`src/rtl/dm_lsu_pkg.sv`:
```
// dm_lsu_pkg: shared encodings for the load/store unit.
// Latency: n/a (types, constants and a pure helper function only).
// Backpressure: n/a.
package dm_lsu_pkg;

  // Access size codes as presented on size_i. Bit 2 selects zero-extension on
  // loads. Bits 1:0 select the lane width (00 byte, 01 half, 1x word).
  localparam logic [2:0] SZ_B  = 3'b000;
  localparam logic [2:0] SZ_H  = 3'b001;
  localparam logic [2:0] SZ_W  = 3'b010;
  localparam logic [2:0] SZ_BU = 3'b100;
  localparam logic [2:0] SZ_HU = 3'b101;

  typedef enum logic [1:0] {
    IDLE   = 2'd0,
    ACCESS = 2'd1,
    WRITE  = 2'd2,
    DONE   = 2'd3
  } state_e;

  // True when the byte offset does not match the natural alignment of the size.
  function automatic logic misaligned(input logic [2:0] size, input logic [1:0] off);
    logic r;
    case (size[1:0])
      2'b00:   r = 1'b0;
      2'b01:   r = off[0];
      default: r = (off != 2'b00);
    endcase
    return r;
  endfunction

endpackage

```
`src/rtl/dm_lsu_lane.sv`:
```
// dm_lsu_lane: byte/half lane merge for stores and lane extract/extend for loads.
// Latency: purely combinational.
// Backpressure: none; pure function of its inputs.
// Ports: old_word_i (current memory word), wdata_i (store data, low bits used),
//        size_i (size code), off_i (byte offset), merged_o (word to write back),
//        rdata_o (extended load result).
module dm_lsu_lane
  import dm_lsu_pkg::*;
(
  input  logic [31:0] old_word_i,
  input  logic [31:0] wdata_i,
  input  logic [2:0]  size_i,
  input  logic [1:0]  off_i,
  output logic [31:0] merged_o,
  output logic [31:0] rdata_o
);

  logic [7:0]  byte_sel;
  logic [15:0] half_sel;
  logic        sext;

  always_comb begin
    merged_o = old_word_i;
    if (size_i[1:0] == SZ_B[1:0]) begin
      case (off_i)
        2'd0:    merged_o[7:0]   = wdata_i[7:0];
        2'd1:    merged_o[15:8]  = wdata_i[7:0];
        2'd2:    merged_o[23:16] = wdata_i[7:0];
        default: merged_o[31:24] = wdata_i[7:0];
      endcase
    end else if (size_i[1:0] == SZ_H[1:0]) begin
      // off_i[0] is ignored: half lanes are chosen by off_i[1] only.
      if (off_i[1]) merged_o[31:16] = wdata_i[15:0];
      else          merged_o[15:0]  = wdata_i[15:0];
    end else begin
      merged_o = wdata_i;
    end
  end

  always_comb begin
    case (off_i)
      2'd0:    byte_sel = old_word_i[7:0];
      2'd1:    byte_sel = old_word_i[15:8];
      2'd2:    byte_sel = old_word_i[23:16];
      default: byte_sel = old_word_i[31:24];
    endcase
    half_sel = off_i[1] ? old_word_i[31:16] : old_word_i[15:0];
    sext     = ~size_i[2];
    // Codes 011/110/111 fall into the default branch and load a full word.
    case (size_i[1:0])
      2'b00:   rdata_o = {{24{sext & byte_sel[7]}}, byte_sel};
      2'b01:   rdata_o = {{16{sext & half_sel[15]}}, half_sel};
      default: rdata_o = old_word_i;
    endcase
  end

endmodule

```
`src/rtl/dm_lsu.sv`:
```
// dm_lsu: load/store unit driving a word-only Data_mem, with RMW for sb/sh.
// Latency: request cycle to done_o is 2 for loads and sw, 3 for sb/sh (1 on a trapped misalignment).
// Backpressure: stall_o = req_i & ~done_o holds the core; req_i must stay high until done_o.
// Ports: core side req_i/we_i/size_i/addr_i/wdata_i in, rdata_o/done_o/stall_o/err_o out;
//        memory side DM_A/DM_WD/DM_WE out, DM_RD in (combinational read).
// Option: define DM_LSU_MISALIGN_TRAP_EN to complete misaligned half/word accesses
//         immediately with err_o and no memory access; otherwise err_o is 0.
module dm_lsu
  import dm_lsu_pkg::*;
#(
  parameter int ADDR_W = 32,
  parameter int DM_AW  = 32
) (
  input  logic              CLK,
  input  logic              RST_N,
  input  logic              req_i,
  input  logic              we_i,
  input  logic [2:0]        size_i,
  input  logic [ADDR_W-1:0] addr_i,
  input  logic [31:0]       wdata_i,
  output logic [31:0]       rdata_o,
  output logic              done_o,
  output logic              stall_o,
  output logic              err_o,
  output logic [DM_AW-1:0]  DM_A,
  output logic [31:0]       DM_WD,
  output logic              DM_WE,
  input  logic [31:0]       DM_RD
);

  state_e              state_q, state_d;
  logic [ADDR_W-1:0]   addr_q;
  logic [2:0]          size_q;
  logic                we_q;
  logic [31:0]         wdata_q;
  logic [31:0]         merged_q;
  logic [31:0]         rdata_q;
  logic [31:0]         lane_merged;
  logic [31:0]         lane_rdata;
  logic [ADDR_W-1:0]   word_idx;
  logic                accept;

  assign accept   = (state_q == IDLE) && req_i;
  assign word_idx = addr_q >> 2;

  dm_lsu_lane u_lane (
    .old_word_i (DM_RD),
    .wdata_i    (wdata_q),
    .size_i     (size_q),
    .off_i      (addr_q[1:0]),
    .merged_o   (lane_merged),
    .rdata_o    (lane_rdata)
  );

  // State register.
  always_ff @(posedge CLK or negedge RST_N) begin
    if (!RST_N) state_q <= IDLE;
    else        state_q <= state_d;
  end

  // Next-state logic.
  always_comb begin
    state_d = state_q;
    case (state_q)
      IDLE: begin
        if (req_i) begin
`ifdef DM_LSU_MISALIGN_TRAP_EN
          state_d = misaligned(size_i, addr_i[1:0]) ? DONE : ACCESS;
`else
          state_d = ACCESS;
`endif
        end
      end
      // Sub-word stores need a second cycle to write back the merged word.
      ACCESS:  state_d = (we_q && !size_q[1]) ? WRITE : DONE;
      WRITE:   state_d = DONE;
      default: state_d = IDLE;
    endcase
  end

  // Request latches, merge buffer and load result.
  always_ff @(posedge CLK or negedge RST_N) begin
    if (!RST_N) begin
      addr_q   <= '0;
      size_q   <= '0;
      we_q     <= 1'b0;
      wdata_q  <= '0;
      merged_q <= '0;
      rdata_q  <= '0;
    end else begin
      if (accept) begin
        addr_q  <= addr_i;
        size_q  <= size_i;
        we_q    <= we_i;
        wdata_q <= wdata_i;
      end
      if (state_q == ACCESS) begin
        merged_q <= lane_merged;
        if (!we_q) rdata_q <= lane_rdata;
      end
    end
  end

`ifdef DM_LSU_MISALIGN_TRAP_EN
  logic err_q;
  always_ff @(posedge CLK or negedge RST_N) begin
    if (!RST_N)      err_q <= 1'b0;
    else if (accept) err_q <= misaligned(size_i, addr_i[1:0]);
  end
  assign err_o = done_o & err_q;
`else
  assign err_o = 1'b0;
`endif

  // Outputs, decoded from the registered state so reset drops DM_WE at once.
  always_comb begin
    done_o  = (state_q == DONE);
    DM_WE   = ((state_q == ACCESS) && we_q && size_q[1]) || (state_q == WRITE);
    DM_WD   = (state_q == WRITE) ? merged_q : wdata_q;
    DM_A    = DM_AW'(word_idx);
    rdata_o = rdata_q;
    stall_o = req_i & ~done_o;
  end

endmodule

```
`config.mk`:
```
export PLATFORM = sky130hd
export DESIGN_NAME = dm_lsu
export DESIGN_NICKNAME = d
export VERILOG_FILES = /design/src/rtl/dm_lsu_pkg.sv /design/src/rtl/dm_lsu_lane.sv /design/src/rtl/dm_lsu.sv
export SDC_FILE = /design/constraint.sdc
export NUM_CORES = 1
export LEC_CHECK = 0
export CAP_MARGIN = 40
export CORE_MARGIN = 4
export CORE_UTILIZATION = 35
export CTS_CLUSTER_SIZE = 14
export DETAILED_ROUTE_END_ITERATION = 7
export SYNTH_ARGS = -nofsm -noshare
export SYNTH_HDL_FRONTEND = slang
export SYNTH_SLANG_ARGS = --single-unit
export TNS_END_PERCENT = 1
```
`constraint.sdc`:
```
create_clock -name CLK -period 3.52 [get_ports CLK]
set_input_delay 0.352 -clock CLK [delete_from_list [all_inputs] [get_ports CLK]]
set_output_delay 0.352 -clock CLK [all_outputs]
set_load 0.005 [all_outputs]
```
==> results of run 1 <==
state kept, by name (all words and copies together), names as in the netlist:
signal and flops:
size_q 3, rdata_o 32, state_q 2, merged_q 32, wdata_q 32, we_q 1
addr_q 32
cell usage after synthesis, types with 3 or more instances:
cell	n
or3_1	3
buf_1	5
a211oi_1	12
nor2_1	67
nand2b_1	4
clkbuf_1	20
o31ai_1	8
o2bb2ai_1	3
inv_1	7
o22ai_1	9
mux2i_1	10
buf_2	14
o21ai_0	17
a21oi_2	3
a22oi_1	7
mux2_2	125
buf_4	36
a221oi_1	17
nor2b_1	5
a222oi_1	6
dfrtp_1	134
a31oi_1	11
ha_1	4
a21oi_1	35
nand2_1	75
critical path, cell delays in order, from the launching register on:
cell	delay [ps]
dfrtp_1	410
inv_1	120
ha_1	190
buf_4	290
mux2_2	370
clkdlybuf4s50_1	480
through the flow:
| stage | setup WS, ps | instances |
|---|---|---|
| global placement | 1320 | 1052 |
| finish | 892 | 1082 |
| floorplan | 1600 | 653 |
| detailed placement | 1220 | 1053 |
| CTS | 882 | 1082 |
| global route | 825 | 1082 |
what timing repair did:
item | CTS | global route
hold buffers | 1 | 0
setup endpoints to repair | 0 | 0
hold endpoints to repair | 48 | 0
per-layer routing:
| metal | GRT usage (%) | share of wire (%) |
|---|---|---|
| met1 | 25.4 | 43 |
| met2 | 31.8 | 50 |
| met3 | 4.41 | 6.0 |
| met4 | 5.90 | 1.7 |
| met5 | 0 | 0 |
final cells by class:
class / instances / area (µm²) / area share, %
flip-flops and latches: 134 / 3350 / 35.1
clock buffers: 24 / 502 / 5.25
multi-input cells: 436 / 3150 / 32.9
well taps: 265 / 332 / 3.47
repair buffers: 212 / 2130 / 22.2
clock inverters: 4 / 70.1 / 0.733
inverters: 7 / 26.3 / 0.275
power breakdown:
group / leakage (nW) / switching [mW] / internal, mW
clock: 0.284 / 0.626 / 1.12
sequential: 1.56 / 0.731 / 2.35
combinational: 2.06 / 2.04 / 2.70
kinds of logic after synthesis:
kind of cell	count (synthesis)	share of synthesized area, %
buffers and inverters	83	6.78
AO/OA/AOI/OAI	134	13.3
AND/OR/NAND/NOR	160	9.31
multiplexers	135	21.7
other	1	0.0539
adder cells (fa/ha/maj)	4	0.719
flip-flops	134	48.2
final timing paths:
kind                            start          end  slack [ps]  cells after the start
setup / recovery           state_q[0]     DM_WD[0]         890                      5
hold / removal                  RST_N  rdata_o[17]         440                      2
setup reg to reg            addr_q[1]  rdata_o[23]        1180                      5
hold reg to reg            rdata_o[6]   rdata_o[6]         480                      2
max in group asynchronous       RST_N   addr_q[27]        2060                      4
min in group CLK           rdata_o[6]   rdata_o[6]         480                      2
==> flow_summary.ini, run 1 <==
[status]
outcome = completed

[clock_network]
clk_latency_ps = 410
postCtsSetupBuffers = 0
h-tree-depth = 4
clk_path_buf_depth = 2
tritoncts = yes
clock_sinks = 134
path_clk_slew_ps = 50
cts_resized = 0
cts_buffers = 17
root_buffer = clkbuf_16

[timing]
finalCritPeriodShare_pct = 74.7
drv_slew = 0
rsz0062_at_grt = no
clock_skew_ps = 5.64
setup_viol = 0
relSlewSlack_pct = 47.4
hold_ws_ps = 441
max_freq_mhz = 381
finalHoldViolations = 0
tns_ps = 0
worst_pin_slew_ps = 789
period_needed_ps = 2630

[synthesis]
syn_area_per_cell_um2 = 10.7
postSynth.asyncResetShare_pct = 100
synthFlopType = dfrtp_1
yosysTopAreaCellShare_pct = 48.2
netlist_instances = 651
yosys.cell_types.count = 39
synthTopCellsByArea = dfrtp_1 48%, mux2_2 20%, nand2_1 4.0%, buf_4 3.9%, nor2_1 3.6%
yosys.area.top_type = dfrtp_1
ys_seq_elements = 134
synth_edf_count = 0
ys_seq_area_share_pct = 48.2
synth_warnings = 0
syn_area_mm2 = 0.00696

[power]
peakVddDrop_mv = 0.454
total_power_mw = 9.57
power.density_mw_per_mm2 = 1000
p_leak_nw = 3.90

[worst_setup_path]
crit_path_end_kind = output port
crit_arrival_ps = 2280
crit_type = reg -> out
crit_required_ps = 3170
start_kind = flip-flop
cp_max_fo = 18

[detailed_routing]
drt-total-wl_mm = 21.4
vias = 5638
drt-initial-drc-count = 408
avgViaCountPerCell = 5.21
wl_per_cell_um = 19.7
drc = 0
first_pass_iters = 7
drtAntennaViolNets = 0

[place]
dp_hpwl_mm = 15.9
routabilityCongestion = 0.873
placed_cell_area_mm2 = 0.00898
portBuffers = 199

[floorplanning]
num_io_pins = 203
die_y_um = 149
start_util_pct = 35.6
dieArea_mm2 = 0.0222
coreArea_mm2 = 0.0195
die_x_um = 149
fp-row-count = 51

[finish]
mostFrequentLayoutCell = clkdlybuf4s50_1
area_growth_pct = 37.4
fin_nets = 915
final_util_pct = 48.9
final_layout_size_suffix_gt1_share_pct = 21.9
final_cell_mix = 198 x clkdlybuf4s50_1, 133 x dfrtp_1, 125 x mux2_2, 74 x nand2_1, 67 x nor2_1
final_area_mm2 = 0.00956
diodes = 0
fill_cells = 1816

[grt]
grt_pass1_vias = 5768
grt_use_total_pct = 19.3
grt_max_degree = 62
overflow = 0
grt_first_pass_wirelength_mm = 32.9
grt_antenna_before_repair = 0

[flow_run]
maxCapViolCount = 0

[min_path]
holdCritPathClass = in -> async
Power figures use the tool's default switching activity.
==> run 2: changes to the inputs <==
clock period = 2.49 ns   (was 3.52 ns; I/O delays follow)
==> run 2 against run 1 <==
Against the previous run:
- clock-buffer cell count is 2 higher
- critical endpoint is now DM_WD[5]
- setup slack worse by 810 ps
- sequential share of layout area is 0.26 points lower
- global-route usage is 1.1 points higher
- non-clock buffer count is 13 higher
- critical path type unchanged
- final cell count is 1.5% higher
==> flow_summary.ini, run 2 (same netlist as run 1, synthesis figures left out) <==
[floorplanning]
num_io_pins = 203
start_util_pct = 35.6
coreArea_mm2 = 0.0195
die_y_um = 149
fp-row-count = 51
die_x_um = 149
dieArea_mm2 = 0.0222

[timing]
finalHoldViolations = 0
tns_ps = 0
setup_viol = 0
finalCritPeriodShare_pct = 96.9
clock_skew_ps = 4.57
relSlewSlack_pct = 49.7
drv_slew = 0
hold_ws_ps = 369
layout_setup_ws_ps = 78.0
rsz0062_at_grt = no
period_needed_ps = 2410
worst_pin_slew_ps = 755
max_freq_mhz = 415

[detailed_routing]
drt-total-wl_mm = 22.4
vias = 5763
first_pass_iters = 8
drt-initial-drc-count = 364
avgViaCountPerCell = 5.25
wl_per_cell_um = 20.4
drc = 0
drtAntennaViolNets = 0

[clock_network]
h-tree-depth = 4
tritoncts = yes
clk_latency_ps = 410
root_buffer = clkbuf_16
clock_sinks = 134
path_clk_slew_ps = 50
clk_path_buf_depth = 2
cts_buffers = 17
postCtsSetupBuffers = 0

[power]
peakVddDrop_mv = 0.635
total_power_mw = 13.6
power.density_mw_per_mm2 = 1410
p_leak_nw = 3.96

[finish]
fin_nets = 928
area_growth_pct = 38.4
final_area_mm2 = 0.00963
final_layout_size_suffix_gt1_share_pct = 23.0
final_cell_mix = 196 x clkdlybuf4s50_1, 133 x dfrtp_1, 125 x mux2_2, 74 x nand2_1, 67 x nor2_1
mostFrequentLayoutCell = clkdlybuf4s50_1
fill_cells = 1794
final_util_pct = 49.3
diodes = 0
fin_cells = 1098

[worst_setup_path]
crit_type = reg -> out
crit_required_ps = 2240
crit_arrival_ps = 2160
crit_path_end_kind = output port
cp_max_fo = 14
start_kind = flip-flop
r2r_start = addr_q[1]
cp-startpoint = state_q[0]

[grt]
grt_max_degree = 54
grt_pass1_vias = 6090
overflow = 0
grt_antenna_before_repair = 0
grt_first_pass_wirelength_mm = 34.8
grt_use_total_pct = 20.3

[place]
routabilityCongestion = 0.849
place_ws_ps = 324
placed_cells = 1065
placed_cell_area_mm2 = 0.00907
dp_hpwl_mm = 16.5
portBuffers = 199

[flow_run]
maxCapViolCount = 0

[min_path]
holdCritPathClass = in -> async

[status]
outcome = completed
[run 2: changes by cell type in the layout (fill, tap and decap cells not counted)]
cell / delta
clkbuf_1: +5
inv_2: +1
bufinv_16: -2
dlymetal6s2s_1: +2
ha_1: -1
clkbuf_8: -3
clkdlybuf4s50_1: -2
inv_1: -1
buf_12: +2
ha_4: +1
clkinv_2: +3
buf_4: +11
[run 2: cell type report]
type | instances | area, µm² | share of cell area (%)
Sequential cell | 134 | 3350 | 34.8
Multi-Input combinational cell | 436 | 3160 | 32.8
Inverter | 7 | 26.3 | 0.273
Timing Repair Buffer | 225 | 2250 | 23.4
Tap cell | 265 | 332 | 3.44
Clock inverter | 5 | 25.0 | 0.260
Clock buffer | 26 | 479 | 4.98
[run 2: power by group]
group	switching, mW	internal, mW
registers	1.01	3.33
clock network	0.880	1.31
logic	3.08	4.01
total	4.97	8.65
[run 2: worst max-delay path, cell delays in order (launching register included)]
cell             delay, ps
dfrtp_1                420
inv_2                  110
ha_4                   210
buf_12                 190
mux2_2                 350
clkdlybuf4s50_1        470
[run 2: path summary, 6_finish.rpt]
check                      slack (ps)  cells past startpoint     endpoint
setup reg to reg                  310                      5  rdata_o[29]
setup / recovery                   80                      5     DM_WD[5]
min in group CLK                  440                      2  wdata_q[26]
hold / removal                    370                      2    addr_q[3]
hold reg to reg                   480                      2   rdata_o[3]
max in group asynchronous        1350                      3   rdata_o[5]
[run 2: timing repair]
item,CTS,global route
endpoints found under the hold margin,51,0
gates cloned,1,0
resized for setup,4,2
setup endpoints to repair,12,2
hold buffers,1,0
[run 2: per-layer routing]
metal,vias to the layer above,track usage (%),wire length (µm)
met5,-,0,0
li1,2635,-,-
met4,0,6.00,505
met1,2868,27.4,9670
met3,34,5.01,1490
met2,226,32.7,10800
==> run 3: changes to the inputs <==
CTS_CLUSTER_DIAMETER = 100   (was unset)
==> results of run 3 <==
No change in the layout: final DEF, timing and power equal those of run 2.
